### src/rtl/keysched128.sv
// ---------------------------------------------------------------------------
// keysched128 -- forward AES-128 key scheduler with a consumer handshake.
//
// Loads a 128-bit cipher key on start and presents round keys 0..10 one per
// accepted handshake (keyValid & advance). The round-10 key is captured in
// lastKey, where it seeds the inverse-cipher key expansion.
//
// Ports
//   clk       in   1    system clock, rising edge
//   reset     in   1    synchronous active-high reset
//   start     in   1    load key and begin a new schedule (any state)
//   key       in   128  cipher key, sampled with start
//   advance   in   1    consumer accepts the current round key
//   roundKey  out  128  current round key, word 0 in [127:96]
//   round     out  4    index of roundKey, 0..10
//   keyValid  out  1    roundKey/round are valid
//   done      out  1    all 11 round keys have been accepted
//   lastKey   out  128  round-10 key, captured when round 10 is accepted
// ---------------------------------------------------------------------------
module keysched128 (
    input  logic         clk,
    input  logic         reset,
    input  logic         start,
    input  logic [127:0] key,
    input  logic         advance,
    output logic [127:0] roundKey,
    output logic [3:0]   round,
    output logic         keyValid,
    output logic         done,
    output logic [127:0] lastKey
);

    localparam logic [1:0] ST_IDLE = 2'd0;
    localparam logic [1:0] ST_RUN  = 2'd1;
    localparam logic [1:0] ST_DONE = 2'd2;

    localparam logic [3:0] LAST_ROUND = 4'd10;

    localparam logic [7:0] SBOX [256] = '{
        8'h63, 8'h7c, 8'h77, 8'h7b, 8'hf2, 8'h6b, 8'h6f, 8'hc5, 8'h30, 8'h01, 8'h67, 8'h2b, 8'hfe, 8'hd7, 8'hab, 8'h76,
        8'hca, 8'h82, 8'hc9, 8'h7d, 8'hfa, 8'h59, 8'h47, 8'hf0, 8'had, 8'hd4, 8'ha2, 8'haf, 8'h9c, 8'ha4, 8'h72, 8'hc0,
        8'hb7, 8'hfd, 8'h93, 8'h26, 8'h36, 8'h3f, 8'hf7, 8'hcc, 8'h34, 8'ha5, 8'he5, 8'hf1, 8'h71, 8'hd8, 8'h31, 8'h15,
        8'h04, 8'hc7, 8'h23, 8'hc3, 8'h18, 8'h96, 8'h05, 8'h9a, 8'h07, 8'h12, 8'h80, 8'he2, 8'heb, 8'h27, 8'hb2, 8'h75,
        8'h09, 8'h83, 8'h2c, 8'h1a, 8'h1b, 8'h6e, 8'h5a, 8'ha0, 8'h52, 8'h3b, 8'hd6, 8'hb3, 8'h29, 8'he3, 8'h2f, 8'h84,
        8'h53, 8'hd1, 8'h00, 8'hed, 8'h20, 8'hfc, 8'hb1, 8'h5b, 8'h6a, 8'hcb, 8'hbe, 8'h39, 8'h4a, 8'h4c, 8'h58, 8'hcf,
        8'hd0, 8'hef, 8'haa, 8'hfb, 8'h43, 8'h4d, 8'h33, 8'h85, 8'h45, 8'hf9, 8'h02, 8'h7f, 8'h50, 8'h3c, 8'h9f, 8'ha8,
        8'h51, 8'ha3, 8'h40, 8'h8f, 8'h92, 8'h9d, 8'h38, 8'hf5, 8'hbc, 8'hb6, 8'hda, 8'h21, 8'h10, 8'hff, 8'hf3, 8'hd2,
        8'hcd, 8'h0c, 8'h13, 8'hec, 8'h5f, 8'h97, 8'h44, 8'h17, 8'hc4, 8'ha7, 8'h7e, 8'h3d, 8'h64, 8'h5d, 8'h19, 8'h73,
        8'h60, 8'h81, 8'h4f, 8'hdc, 8'h22, 8'h2a, 8'h90, 8'h88, 8'h46, 8'hee, 8'hb8, 8'h14, 8'hde, 8'h5e, 8'h0b, 8'hdb,
        8'he0, 8'h32, 8'h3a, 8'h0a, 8'h49, 8'h06, 8'h24, 8'h5c, 8'hc2, 8'hd3, 8'hac, 8'h62, 8'h91, 8'h95, 8'he4, 8'h79,
        8'he7, 8'hc8, 8'h37, 8'h6d, 8'h8d, 8'hd5, 8'h4e, 8'ha9, 8'h6c, 8'h56, 8'hf4, 8'hea, 8'h65, 8'h7a, 8'hae, 8'h08,
        8'hba, 8'h78, 8'h25, 8'h2e, 8'h1c, 8'ha6, 8'hb4, 8'hc6, 8'he8, 8'hdd, 8'h74, 8'h1f, 8'h4b, 8'hbd, 8'h8b, 8'h8a,
        8'h70, 8'h3e, 8'hb5, 8'h66, 8'h48, 8'h03, 8'hf6, 8'h0e, 8'h61, 8'h35, 8'h57, 8'hb9, 8'h86, 8'hc1, 8'h1d, 8'h9e,
        8'he1, 8'hf8, 8'h98, 8'h11, 8'h69, 8'hd9, 8'h8e, 8'h94, 8'h9b, 8'h1e, 8'h87, 8'he9, 8'hce, 8'h55, 8'h28, 8'hdf,
        8'h8c, 8'ha1, 8'h89, 8'h0d, 8'hbf, 8'he6, 8'h42, 8'h68, 8'h41, 8'h99, 8'h2d, 8'h0f, 8'hb0, 8'h54, 8'hbb, 8'h16
    };

    // Four parallel S-box lookups, one per byte of the word.
    function automatic logic [31:0] sub_word(input logic [31:0] w);
        return {SBOX[w[31:24]], SBOX[w[23:16]], SBOX[w[15:8]], SBOX[w[7:0]]};
    endfunction

    function automatic logic [7:0] xtime(input logic [7:0] r);
        return {r[6:0], 1'b0} ^ (r[7] ? 8'h1b : 8'h00);
    endfunction

    logic [1:0]   state_q,   state_d;
    logic [127:0] block_q,   block_d;
    logic [7:0]   rcon_q,    rcon_d;
    logic [3:0]   round_q,   round_d;
    logic [127:0] lastkey_q, lastkey_d;

    // Next round key from the current one.
    logic [31:0]  w0, w1, w2, w3, t, n0, n1, n2, n3;
    logic [127:0] next_block;

    always_comb begin
        w0 = block_q[127:96];
        w1 = block_q[95:64];
        w2 = block_q[63:32];
        w3 = block_q[31:0];
        t  = sub_word({w3[23:0], w3[31:24]}) ^ {rcon_q, 24'h0};
        n0 = w0 ^ t;
        n1 = w1 ^ n0;
        n2 = w2 ^ n1;
        n3 = w3 ^ n2;
        next_block = {n0, n1, n2, n3};
    end

    // NOTE: every next-state signal takes its current value first, so no
    // branch below can leave one unassigned and infer a latch.
    always_comb begin
        state_d   = state_q;
        block_d   = block_q;
        rcon_d    = rcon_q;
        round_d   = round_q;
        lastkey_d = lastkey_q;

        if (start) begin
            // Restart wins over a pending handshake in every state.
            state_d = ST_RUN;
            block_d = key;
            rcon_d  = 8'h01;
            round_d = 4'd0;
        end else if (state_q == ST_RUN && advance) begin
            if (round_q == LAST_ROUND) begin
                lastkey_d = block_q;
                state_d   = ST_DONE;
            end else begin
                block_d = next_block;
                round_d = round_q + 4'd1;
                // Rcon for round 10 (8'h36) is the last one needed; leave it there.
                if (round_q != LAST_ROUND - 4'd1) begin
                    rcon_d = xtime(rcon_q);
                end
            end
        end
    end

    // NOTE: sequential state uses non-blocking assignments so every register
    // samples the pre-edge values of its peers.
    always_ff @(posedge clk) begin
        if (reset) begin
            state_q   <= ST_IDLE;
            block_q   <= '0;
            rcon_q    <= 8'h01;
            round_q   <= 4'd0;
            lastkey_q <= '0;
        end else begin
            state_q   <= state_d;
            block_q   <= block_d;
            rcon_q    <= rcon_d;
            round_q   <= round_d;
            lastkey_q <= lastkey_d;
        end
    end

    assign roundKey = block_q;
    assign round    = round_q;
    assign keyValid = (state_q == ST_RUN);
    assign done     = (state_q == ST_DONE);
    assign lastKey  = lastkey_q;

endmodule

### config.mk
export PLATFORM = sky130hd
export DESIGN_NAME = keysched128
export DESIGN_NICKNAME = d
export VERILOG_FILES = /design/src/rtl/keysched128.sv
export SDC_FILE = /design/constraint.sdc
export NUM_CORES = 1
export LEC_CHECK = 0
export BUFFER_PORTS_ARGS = -buffer_cell sky130_fd_sc_hd__buf_2
export CORE_ASPECT_RATIO = 1.25
export CORE_MARGIN = 10
export CORE_UTILIZATION = 30
export DETAILED_ROUTE_END_ITERATION = 8
export HOLD_SLACK_MARGIN = 0.08
export PLACE_DENSITY = 0.57
export SYNTH_ARGS = -nofsm -noshare
export SYNTH_HDL_FRONTEND = slang
export SYNTH_SLANG_ARGS = --single-unit
### constraint.sdc
create_clock -name clk -period 4.58 [get_ports clk]
set_input_delay 0.229 -clock clk [delete_from_list [all_inputs] [get_ports clk]]
set_output_delay 0.229 -clock clk [all_outputs]
set_load 0.02 [all_outputs]
# Word-level counts from Yosys, hierarchy flattened
# Memory sizes are Yosys's and may differ from the RTL's.
# Index checks and enable logic that the tools add are counted.
[classes]
n_div = 0
shift = 0
n_eq_ne = 5
n_reduce_logical = 10
bitwise_logic = 12
n_mux = 15
n_lt_le_gt_ge = 4
addsub = 1
n_mul = 0
[op_table]
columns = ["op", "n"]
rows = [
  ["$mux 128", 3],
  ["$xor 32x32->32", 5],
  ["$mux 8", 8],
  ["$ge 9x9->1 const B", 4],
  ["$not 8->9", 4],
  ["$reduce_and 2->1", 4],
  ["$xor 8x5->8", 1],
  ["$reduce_and 3->1", 2],
  ["$mux 5", 1],
  ["$add 4x1->4 const B", 1],
  ["$eq 4x4->1 const B", 1],
  ["$ne 4x4->1 const B", 1],
  ["$reduce_bool 2->1", 2],
  ["$mux 1", 3],
  ["$eq 2x1->1 const B", 1],
  ["$eq 2x2->1 const B", 1],
  ["$ne 2x2->1 const B", 1],
  ["$not 1->1", 2],
  ["$reduce_or 2->1", 1],
  ["$logic_and 1x1->1", 1],
]
[word_totals]
mem_bits_ro = 8192
register_bits = 270
inputBits = 132
n_memories = 4
out_inout_bits = 262
latchBits = 0
word_cells = 57
ram_bits = 0
[memory_table]
columns = ["memory", "depth", "word_bits", "read_ports", "rd_clocked_by_memory_dff", "write_ports", "line", "source"]
rows = [
  ["(no name shown)", 256, 8, 1, 0, 0, "60", "return {SBOX[w[31:24]], SBOX[w[23:16]], SBOX[w[15:8]], SBOX[w[7:0]]};"],
  ["(no name shown)", 256, 8, 1, 0, 0, "60", ""],
  ["(no name shown)", 256, 8, 1, 0, 0, "60", ""],
  ["(no name shown)", 256, 8, 1, 0, 0, "60", ""],
]

# Depth between registers and ports, before layout
[logic_depth]
word_depth = 12
ltp_mapped = 15
ltp_nobuf = 11

# Worst setup path after synthesis
# No wires, ideal clock.
[synth_path]
path_kind = "reg2reg"
start = "register block_q[1], in the netlist roundKey[1]"
end = "register block_q[10], in the netlist roundKey[10]"
required_ns = 4.489
slack_ns = 0.727
stages_incl_launch_ff = 14
setup_ns = 0.091
synth_period_minus_slack_ns = 3.853
arrival_time_ns = 3.762
n_path_buf = 3
cell_sequence = "dfxtp_1 buf_2 buf_2 inv_1 ha_1 clkbuf_1 or2_2 a2111oi_0 nor4b_1 o32a_1 nand2_1 xnor3_1 or3_1 a311oi_1"
[synth_between]
elab_chain_cells = 12
[synth_lines]
columns = ["element", "line", "source"]
rows = [
  ["start: declaration", "68", "logic [127:0] block_q, block_d;"],
  ["start signal: assignment", "131", "block_q <= block_d;"],
  ["$not 8->9 (not written as such)", "60", ""],
  ["$mem_v2 256x8", "n/a", ""],
  ["$mux 8 (not written as such) (2 in a row)", "60", ""],
  ["$xor 32x32->32", "82", "t = sub_word({w3[23:0], w3[31:24]}) ^ {rcon_q, 24'h0};"],
  ["$xor 32x32->32", "83", "n0 = w0 ^ t;"],
  ["$xor 32x32->32", "84", "n1 = w1 ^ n0;"],
  ["$xor 32x32->32", "85", "n2 = w2 ^ n1;"],
  ["$xor 32x32->32", "86", "n3 = w3 ^ n2;"],
  ["$mux 128", "106", "if (round_q == LAST_ROUND) begin"],
  ["$mux 128", "105", "end else if (state_q == ST_RUN && advance) begin"],
  ["$mux 128", "99", "if (start) begin"],
]
# Every way passes these cells. The select of a mux whose other input is x is not followed.
# A chain may end at the register's enable or synchronous reset.

# Worst setup path after layout
[layout_path]
start = "register block_q[9], in the netlist roundKey[9]"
end = "register block_q[53], in the netlist roundKey[53]"
[layout_between]
elab_chain_cells = 11
[layout_lines]
columns = ["element", "line"]
rows = [
  ["$not 8->9 (not written as such)", "60"],
  ["$mem_v2 256x8", "n/a"],
  ["$mux 8 (not written as such) (2 in a row)", "60"],
  ["$xor 32x32->32", "82"],
  ["$xor 32x32->32", "83"],
  ["$xor 32x32->32", "84"],
  ["$xor 32x32->32", "85"],
  ["$mux 128", "106"],
  ["$mux 128", "105"],
  ["$mux 128", "99"],
]
# Every way passes these cells. The select of a mux whose other input is x is not followed.

==> impl_metrics.env <==
export IMPL_drt_wl_total_mm=147
export IMPL_grtUsageMet2=0.440
export IMPL_htreeDepth=2
export IMPL_slew_headroom=0.286
export IMPL_cts_buffers=36
export IMPL_critPathLaunchType="flip-flop"
export IMPL_die_w_um=287
export IMPL_avgSynthCellArea_um2=7.24
export IMPL_maxSlewViolCount=0
export IMPL_tritoncts="done"
export IMPL_vdd_ir_drop_max_mv=0.257
export IMPL_synth_edf_count=0
export IMPL_clk_latency_ns=0.60
export IMPL_max_freq_mhz=237
export IMPL_crit_required_ns=5.10
export IMPL_antenna_found_initial=6
export IMPL_crit_arrival_ns=4.73
export IMPL_nNetsFinal=4235
export IMPL_ys_seq_area_frac=0.202
export IMPL_ys_top_cells_by_count="456 x nand2_1, 305 x a21oi_1, 272 x nor2_1, 270 x dfxtp_1, 242 x clkbuf_1"
export IMPL_syn_to_final_growth_pct=22.2
export IMPL_grt_max_degree=138
export IMPL_core_mm2=0.0885
export IMPL_first_pass_iters=6
export IMPL_rsz0062_at_grt="false"
export IMPL_async_flop_share=0
export IMPL_hp_class="input port to flip-flop"
export IMPL_power_total_mw=10.7
export IMPL_grt_use_total=0.275
export IMPL_yosysMostFrequentCell="nand2_1"
export IMPL_cts_sink_count=270
export IMPL_reg2reg_slack_ns=0.37
export IMPL_postRouteAntennaNets=0
export IMPL_setup_violations_final=0
export IMPL_synth_top_cells_by_area="dfxtp_1 20%, nand2_1 6.4%, a21oi_1 5.7%, o21ai_0 4.5%, mux4_2 4.0%"
export IMPL_fillers=9366
export IMPL_place_congestion=1.04
export IMPL_dieHeight_um=354
export IMPL_ys_flop_type="dfxtp_1"
export IMPL_syn_nets=3890
export IMPL_skew_ns=0.0382
export IMPL_routedWlPerCell_um=28.1
export IMPL_finish_instance_area_mm2=0.0327
export IMPL_finalHoldViolations=0
export IMPL_globalRoute_totalOverflow=0
export IMPL_period_needed_ns=4.21
export IMPL_worst_pin_slew_ns=1.04
export IMPL_reg2reg_from="roundKey[9]$_SDFFE_PP0P_"
export IMPL_use_met3=0.0540
export IMPL_syn_inst=3695
export IMPL_viasPerCell=6.16
export IMPL_grt_first_pass_wirelength_mm=215
export IMPL_die_area_mm2=0.102
export IMPL_hold_start="key[3]"
export IMPL_via_count=32300
export IMPL_place_hpwl_mm=106
export IMPL_power_leakage_nw=12.5
export IMPL_r2r_end="roundKey[53]$_SDFFE_PP0P_"
export IMPL_whs_endpoint="roundKey[3]$_SDFFE_PP0P_"
export IMPL_r2r_cells=12
export IMPL_clockBufferDepth=3
export IMPL_ys_seq_elements=270
export IMPL_drive_above_1_share=0.194
export IMPL_core_rowCount=122
export IMPL_cts_root_buf="clkbuf_16"
export IMPL_drc_errors=0
export IMPL_top_usage_layer="met2"
export IMPL_yosysUniqueCellTypes=103
export IMPL_io_buffer_count=393
export IMPL_yosysTopAreaCell="dfxtp_1"
export IMPL_use_met1=0.348
export IMPL_start_util=0.302
export IMPL_critPathCaptureType="flip-flop"
export IMPL_whs_path_depth=3
export IMPL_io_pins=394
export IMPL_post_route_period_util=0.920
export IMPL_cp_max_fo=36
export IMPL_place_area_mm2=0.0301
export IMPL_maxCapViolCount=0
export IMPL_netlist_area_leader_share=0.202
export IMPL_drt_iter0_drc=4102
export IMPL_post_cts_buffers=0
export IMPL_status="completed"
export IMPL_syn_cell_area_mm2=0.0268
export IMPL_clk_pin_slew_ns=0.06
export IMPL_yosys_warnings=0
export IMPL_fin_setup_tns_ns=0
export IMPL_startpoint="roundKey[9]$_SDFFE_PP0P_"
export IMPL_grt_pass1_vias=31200
export IMPL_p_per_area_mw_per_mm2=328
export IMPL_critPathKind="flip-flop to flip-flop"
## worst max-delay path, stage by stage (launching register included)
cell and delay [ns]:
dfxtp_1 0.50, buf_12 0.25, ha_1 0.57, nor2_1 0.34, a211oi_1 0.28, o311ai_0 0.19, a221oi_1 0.45, a22oi_2 0.17
xnor2_1 0.16, nor2_1 0.39, o22ai_1 0.16, nor2_1 0.10, dlygate4sd3_1 0.55
## layer usage
| metal | up-vias | wire [µm] |
|---|---|---|
| met5 | - | 23 |
| met4 | 4 | 8350 |
| met3 | 463 | 14100 |
| met2 | 2143 | 66300 |
| met1 | 15400 | 58600 |
| li1 | 14300 | - |
## metrics by stage
step           std cells  worst slack (ns)  hold WS [ns]   util
2_1_floorplan       3695             0.727         0.367      -
3_3_place_gp        5054             0.465         0.439  0.340
3_5_place_dp        5054             0.534         0.443  0.340
4_1_cts             5244             0.507        0.0891  0.369
5_1_grt             5245             0.185        0.0903  0.369
6_report            5246             0.367        0.0976  0.369
## timing repair
item                                   CTS  global route
endpoints found under the hold margin  129             0
gates resized for setup                  0             0
hold buffers                           126             0
## power breakdown
part           switching [mW]  internal [mW]
logic                    3.02           1.81
clock network            1.24           1.90
registers               0.290           2.45
total                    4.55           6.16
## cells by family (layout without fill, tap and decap cells)
logic type / count (synthesis) / after routing / synth area share
AOI/OAI and AO/OA: 1234 / 1234 / 0.313
xor gates and xnor gates: 196 / 196 / 0.0712
adders and majority gates: 64 / 64 / 0.0298
buffers and inverters: 483 / 854 / 0.0771
DFF: 270 / 270 / 0.202
muxes: 108 / 108 / 0.0635
other: 0 / 2 / 0
and+or+nand+nor: 1340 / 1340 / 0.243
## how the worst max path moves through the flow
stage	slack [ns]	end	cells after the start
after global routing	0.19	roundKey[63]$_SDFFE_PP0P_	11
after detailed placement	0.53	roundKey[25]$_SDFFE_PP0P_	11
after floorplan	0.73	roundKey[10]$_SDFFE_PP0P_	13
after CTS	0.51	roundKey[25]$_SDFFE_PP0P_	11
final	0.37	roundKey[53]$_SDFFE_PP0P_	12
after global placement	0.46	roundKey[25]$_SDFFE_PP0P_	11
## sequential cells by signal (all words and copies together) (netlist names)
signal	flops
roundKey	128
round	4
rcon_q	8
state_q	2
lastKey	128
## final cells by class
class,count,area [µm²],share of cell area
multi-input combinational,2942,19300,0.591
sequential,270,5440,0.167
timing repair buffer,718,4900,0.150
tap,1178,1470,0.0451
clock buffer,48,1050,0.0321
inverter,72,278,0.00850
clock inverter,16,228,0.00697
antenna,2,5.00,0.000153
## cell usage in the layout, fill, tap and decap left out, types with 52 or more instances in the layout
master         instances
dfxtp_1              256
nor2_1               271
a31oi_1               56
a211oi_1              86
buf_2                391
nand2_1              456
a21oi_1              305
ha_1                  63
inv_1                 52
nor3_1                86
a311oi_1              95
xor2_1                62
nand2b_1             112
buf_4                187
or3_1                 60
dlygate4sd3_1        126
xnor2_1              120
nand3_1               75
nor2b_1               95
o21ai_0              238
No activity file was read; power rests on OpenSTA's default activity.
